## config.mk

```make
export PLATFORM = sky130hd
export DESIGN_NAME = nibble_mayor_ctrl_flat
export DESIGN_NICKNAME = d
export VERILOG_FILES = /design/src/rtl/nibble_mayor_ctrl_if.sv /design/src/rtl/nibble_mayor_ctrl.sv /design/src/flat_wrapper.sv
export SDC_FILE = /design/constraint.sdc
export NUM_CORES = 1
export LEC_CHECK = 0
export BUFFER_PORTS_ARGS = -buffer_cell sky130_fd_sc_hd__buf_2
export CORE_MARGIN = 2
export CORE_UTILIZATION = 41
export CTS_CLUSTER_SIZE = 40
export DETAILED_ROUTE_END_ITERATION = 7
export PLACE_DENSITY = 0.72
export REMOVE_ABC_BUFFERS = 1
export SLEW_MARGIN = 20
export SYNTH_ARGS = -nofsm -noshare
export SYNTH_HDL_FRONTEND = slang
export SYNTH_SLANG_ARGS = --single-unit
```

## constraint.sdc

```tcl
create_clock -name clk -period 1.6 [get_ports clk]
set_input_delay 0.16 -clock clk [delete_from_list [all_inputs] [get_ports clk]]
set_output_delay 0.16 -clock clk [all_outputs]
set_load 0.01 [all_outputs]
```

## src/rtl/nibble_mayor_ctrl_if.sv

```systemverilog
// Nibble source stream: valid/ready handshake carrying one 4-bit value per transfer.
interface nibble_mayor_ctrl_if;
  logic       in_valid;
  logic [3:0] in_data;
  logic       in_ready;

  modport master (output in_valid, output in_data, input in_ready);
  modport slave  (input in_valid, input in_data, output in_ready);
endinterface

```

## src/rtl/nibble_mayor_ctrl.sv

```systemverilog
// Burst max-finder that time-multiplexes one external 2-input nibble-max unit.
// Reports the burst maximum and the 0-based index of its first occurrence.
module nibble_mayor_ctrl #(
  parameter int unsigned LEN_W   = 5,
  parameter int unsigned CMP_LAT = 1
) (
  input  logic             clk,
  input  logic             reset,
  input  logic             start,
  input  logic [LEN_W-1:0] len,
  output logic             busy,
  nibble_mayor_ctrl_if.slave sif,
  output logic [3:0]       cmp_a,
  output logic [3:0]       cmp_b,
  input  logic [3:0]       cmp_mayor,
  output logic             out_valid,
  output logic [3:0]       out_mayor,
  output logic [LEN_W-1:0] out_idx
);

  localparam int unsigned WAIT_W = 2;

  typedef enum logic [2:0] {
    S_IDLE,
    S_FIRST,
    S_NEXT,
    S_WAIT,
    S_DONE
  } state_t;

  state_t            state;
  logic [LEN_W-1:0]  len_q;
  logic [LEN_W-1:0]  cnt;
  logic [LEN_W-1:0]  cand_idx;
  logic [LEN_W-1:0]  acc_idx;
  logic [3:0]        acc;
  logic [WAIT_W-1:0] wcnt;
  logic              in_ready_q;
  logic              xfer_c;
  logic [LEN_W-1:0]  cnt_inc_c;

  // Handshake and element-count helpers.
  assign sif.in_ready = in_ready_q;
  assign xfer_c       = sif.in_valid & in_ready_q;
  assign cnt_inc_c    = cnt + LEN_W'(1);

  // Sequencer: capture burst, issue compares, wait out comparator latency, report.
  always_ff @(posedge clk) begin
    if (reset) begin
      state      <= S_IDLE;
      len_q      <= '0;
      cnt        <= '0;
      cand_idx   <= '0;
      acc_idx    <= '0;
      acc        <= '0;
      wcnt       <= '0;
      in_ready_q <= 1'b0;
      busy       <= 1'b0;
      cmp_a      <= '0;
      cmp_b      <= '0;
      out_valid  <= 1'b0;
      out_mayor  <= '0;
      out_idx    <= '0;
    end else begin
      out_valid <= 1'b0;
      case (state)
        S_IDLE: begin
          if (start && (len != '0)) begin
            len_q      <= len;
            busy       <= 1'b1;
            in_ready_q <= 1'b1;
            state      <= S_FIRST;
          end
        end
        S_FIRST: begin
          if (xfer_c) begin
            acc     <= sif.in_data;
            acc_idx <= '0;
            cnt     <= LEN_W'(1);
            if (len_q == LEN_W'(1)) begin
              in_ready_q <= 1'b0;
              state      <= S_DONE;
            end else begin
              state <= S_NEXT;
            end
          end
        end
        S_NEXT: begin
          if (xfer_c) begin
            cmp_a      <= acc;
            cmp_b      <= sif.in_data;
            cand_idx   <= cnt;
            wcnt       <= WAIT_W'(CMP_LAT);
            in_ready_q <= 1'b0;
            state      <= S_WAIT;
          end
        end
        S_WAIT: begin
          // Only a strictly greater candidate replaces acc, so ties keep the earliest index.
          if (wcnt == '0) begin
            if (cmp_mayor != acc) begin
              acc     <= cmp_mayor;
              acc_idx <= cand_idx;
            end
            cnt <= cnt_inc_c;
            if (cnt_inc_c == len_q) begin
              state <= S_DONE;
            end else begin
              in_ready_q <= 1'b1;
              state      <= S_NEXT;
            end
          end else begin
            wcnt <= wcnt - WAIT_W'(1);
          end
        end
        S_DONE: begin
          out_valid <= 1'b1;
          out_mayor <= acc;
          out_idx   <= acc_idx;
          busy      <= 1'b0;
          state     <= S_IDLE;
        end
        default: state <= S_IDLE;
      endcase
    end
  end

endmodule

```

## src/flat_wrapper.sv

```systemverilog
// flat-port wrapper written by rule: the top's interface ports become plain ports
module nibble_mayor_ctrl_flat 
#(
  parameter int unsigned LEN_W   = 5,
  parameter int unsigned CMP_LAT = 1
)
  (clk, reset, start, len, busy, cmp_a, cmp_b, cmp_mayor, out_valid, out_mayor, out_idx, sif_in_valid, sif_in_data, sif_in_ready);
  nibble_mayor_ctrl_if sif_i ();
  input  logic clk;
  input  logic reset;
  input  logic start;
  input  logic [LEN_W-1:0] len;
  output logic busy;
  output logic [3:0] cmp_a;
  output logic [3:0] cmp_b;
  input  logic [3:0] cmp_mayor;
  output logic out_valid;
  output logic [3:0] out_mayor;
  output logic [LEN_W-1:0] out_idx;
  input wire logic [$bits(sif_i.in_valid)-1:0] sif_in_valid;
  input wire logic [$bits(sif_i.in_data)-1:0] sif_in_data;
  output wire logic [$bits(sif_i.in_ready)-1:0] sif_in_ready;
  assign sif_i.in_valid = sif_in_valid;
  assign sif_i.in_data = sif_in_data;
  assign sif_in_ready = sif_i.in_ready;
  nibble_mayor_ctrl #(.LEN_W(LEN_W), .CMP_LAT(CMP_LAT)) u_core (.clk(clk), .reset(reset), .start(start), .len(len), .busy(busy), .sif(sif_i), .cmp_a(cmp_a), .cmp_b(cmp_b), .cmp_mayor(cmp_mayor), .out_valid(out_valid), .out_mayor(out_mayor), .out_idx(out_idx));
endmodule
```

==> results.py <==
metrics = {
    "run_status": {
        "status": "complete, but fails checks",
        "violations": "setup timing",
    },
    "detailed_routing": {
        "ant_nets": 0,
        "wl_per_cell_um": 13.1,
        "wirelength_um": 5060,
        "dr_total_vias": 1979,
        "drt_iter0_drc": 88,
        "post-route-drc-count": 0,
        "drt_first_pass_iters": 4,
        "viasPerCell": 5.13,
    },
    "synth": {
        "netlist.top_cell.by_area": "dfxtp_1",
        "synth_xor_area_frac": 0.0351,
        "ys_types": 42,
        "synthAdderAreaFrac": 0.0112,
        "synth_commonest_cells": "dfxtp_1 (49), nand2_1 (36), nor2_1 (31), a21oi_1 (22), mux2i_1 (20)",
        "synth-async-reset-ratio": 0,
        "yosysMostFrequentCell": "dfxtp_1",
        "synthMuxAreaShare": 0.0892,
        "synth_cells": 252,
        "synthSimpleGateAreaFrac": 0.240,
        "synth.avg_cell_area_um2": 8.90,
        "ys.flop_type": "dfxtp_1",
        "yosysTopAreaCellShare": 0.437,
        "netlist_area_mm2": 0.00224,
        "ys_seq_elements": 49,
        "synth_compound_area_frac": 0.146,
        "synth_edf_count": 0,
        "ys_warn_count": 0,
        "ys_top_cells_by_area": "dfxtp_1 (44%), mux2i_1 (8.9%), nand2_1 (6.0%)",
        "ys_seq_area_frac": 0.437,
        "synth_top_family_by_area": "simple AND/OR/NAND/NOR gates",
    },
    "setup_path": {
        "slowest_delay_ns": 0.37,
        "endpoint_kind": "register",
        "cp.required_ns": 1.83,
        "cp.arrival_ns": 1.88,
        "cp_cell_sequence": "ha_4, nor3b_1, o21a_1, o311ai_4, nand3_2, a211oi_2",
        "cp_max_fo": 5,
        "crit_type": "register to register",
        "critPathSlowestCell": "o311ai_4",
        "critical_path.startpoint_type": "register",
    },
    "clocking": {
        "cts.sinks": 49,
        "cts_buffers": 5,
        "cts-root-buf": "clkbuf_8",
        "clk_pin_slew_ns": 0.09,
        "cts.htree.levels": 2,
        "cts_buffer_depth": 2,
        "clock_latency_ns": 0.31,
        "cts_tree": "done",
    },
    "power_and_ir_drop": {
        "share_seq_of_total_power": 0.513,
        "comb_power_share": 0.132,
        "power.total_mw": 2.48,
        "swShare": 0.246,
        "p_switching_uw": 610,
        "clock_power_share": 0.355,
        "powerDensity_mw_per_mm2": 850,
        "leakagePower_nw": 1.15,
        "ir_worst_vdd_uv": 654,
        "p_int_mw": 1.87,
    },
    "global_routing": {
        "grt_max_degree": 37,
        "grt_pass1_vias": 1926,
        "gr-usage-all-layers": 0.178,
        "grt_antenna_before_repair": 0,
        "grt_pass1_wl_um": 8760,
        "gr-total-overflow": 0,
    },
    "layout": {
        "diodes": 0,
        "fillers": 473,
        "final_nets": 334,
        "final_cells": 386,
        "drive_above_1_share": 0.320,
        "area_delta_synth_final_pct": 29.9,
    },
    "floorplanning": {
        "num_rows": 26,
        "die_y_um": 78.0,
        "initial_core_util": 0.431,
        "die_x_um": 78.0,
        "coreArea_mm2": 0.00520,
        "die-area_mm2": 0.00608,
        "io_pins": 37,
    },
    "placement": {
        "port_buffers": 36,
        "hpwl_um": 3530,
        "dp_cells": 375,
        "place_congestion": 0.834,
    },
    "worst_hold_path": {
        "hold_class": "primary input to register",
    },
    "sta": {
        "skew_ns": 0.0108,
        "rsz0062_at_grt": "true",
        "slew-limit-headroom": 0.730,
        "fin_crit_sh": 1.03,
        "fmax_mhz": 605,
        "worst_slack_ns": -0.0519,
        "period_minus_slack_ns": 1.65,
        "hold_viol_final": 0,
        "worst_pin_slew_ns": 0.404,
        "drv_slew": 0,
        "report.final.setup_viol": 1,
    },
    "run": {
        "drv_cap": 0,
    },
}
path summary, 6_finish.rpt:
kind | from | to | slack (ns) | cells past startpoint
max | u_core.cnt[0] | u_core.sif.in_ready | -0.05 | 6
max reg2reg | u_core.cnt[0] | u_core.sif.in_ready | -0.05 | 6
min reg2reg | u_core.out_idx[3] | u_core.out_idx[3] | 0.45 | 2
min | sif_in_data[0] | u_core.cmp_b[0] | 0.11 | 3
worst max-delay path: cells and delay by family (launching register included):
kind	cells	cell delay (ns)
AOI/OAI and AO/OA	3	0.81
DFF	1	0.34
and+or+nand+nor	2	0.26
adders and majority gates	1	0.17
logic make-up (layout without fill, tap and decap cells):
group / after synthesis / in the layout
simple gates: 110 / 110
flops: 49 / 49
mux: 20 / 20
buf+inv: 16 / 80
compound gates: 46 / 46
xor+xnor: 9 / 9
fa+ha+maj: 2 / 2
through the flow:
stage | setup WS [ns] | hold WS [ns] | utilization | area (µm²) | TNS [ns]
2_1_floorplan | -0.155 | 0.229 | - | 2170 | -2.61
3_3_place_gp | -0.131 | 0.411 | 0.514 | 2680 | -0.745
3_5_place_dp | -0.150 | 0.417 | 0.514 | 2680 | -1.53
4_1_cts | -0.0169 | 0.101 | 0.543 | 2830 | -0.0169
5_1_grt | -0.0869 | 0.122 | 0.560 | 2910 | -0.248
6_report | -0.0519 | 0.108 | 0.560 | 2910 | -0.0519
sequential cells by signal (all words and copies together) (netlist names), 5 cells and up:
signal,flops
u_core.cnt,5
u_core.len_q,5
u_core.out_idx,5
u_core.acc_idx,5
u_core.cand_idx,5
power by group through the flow:
stage	Sequential [mW]	Clock, mW	Combinational [mW]
6_report	1.27	0.880	0.327
5_1_grt	1.27	0.950	0.357
4_1_cts	1.27	0.901	0.295
3_5_place_dp	1.30	0	0.281
3_3_place_gp	1.30	0	0.277
2_1_floorplan	1.31	0	0.136
metal layers:
metal  track usage  part of all wire  up-vias
met5             0                 0        -
met4        0.0702             0.022        0
met3        0.0337             0.047        8
met2         0.314              0.49       51
met1         0.213              0.44      915
li1              -                 -     1005
final cells by class:
type	count	area (µm²)	area share
multi-input cells	187	1260	0.431
flip-flops and latches	49	986	0.338
repair buffers	68	458	0.157
well taps	70	87.6	0.0301
clock buffers	6	72.6	0.0249
clock inverters	2	38.8	0.0133
inverters	4	15.0	0.00515
cells in the final DEF, fill, tap and decap left out, types with 2 or more instances in the layout:
master    count
dfxtp_1      45
inv_1         2
nor2b_1       3
xnor2_1       3
nand2b_1      2
a211oi_2      2
a21oi_1      22
nand3_1       7
nand2_1      36
clkbuf_8      5
dfxtp_2       4
inv_2         2
nor3_1        5
o21ba_2       2
buf_12        3
nor3_4        3
xor2_1        6
buf_2        36
o21a_1        3
nor2_1       31
a311oi_1      4
and3_1        6
o311ai_4      2
buf_4        29
and2_1        2
or3_1         5
a211oi_1      2
mux2i_1      20
what timing repair did:
action                     in CTS  in global routing
pin swaps                       2                 11
setup endpoints to repair      18                 18
gates resized for setup         6                 16
buffers inserted                0                  3
hold buffers                    0                  0
Note: power is estimated with default switching activity, not from simulation.
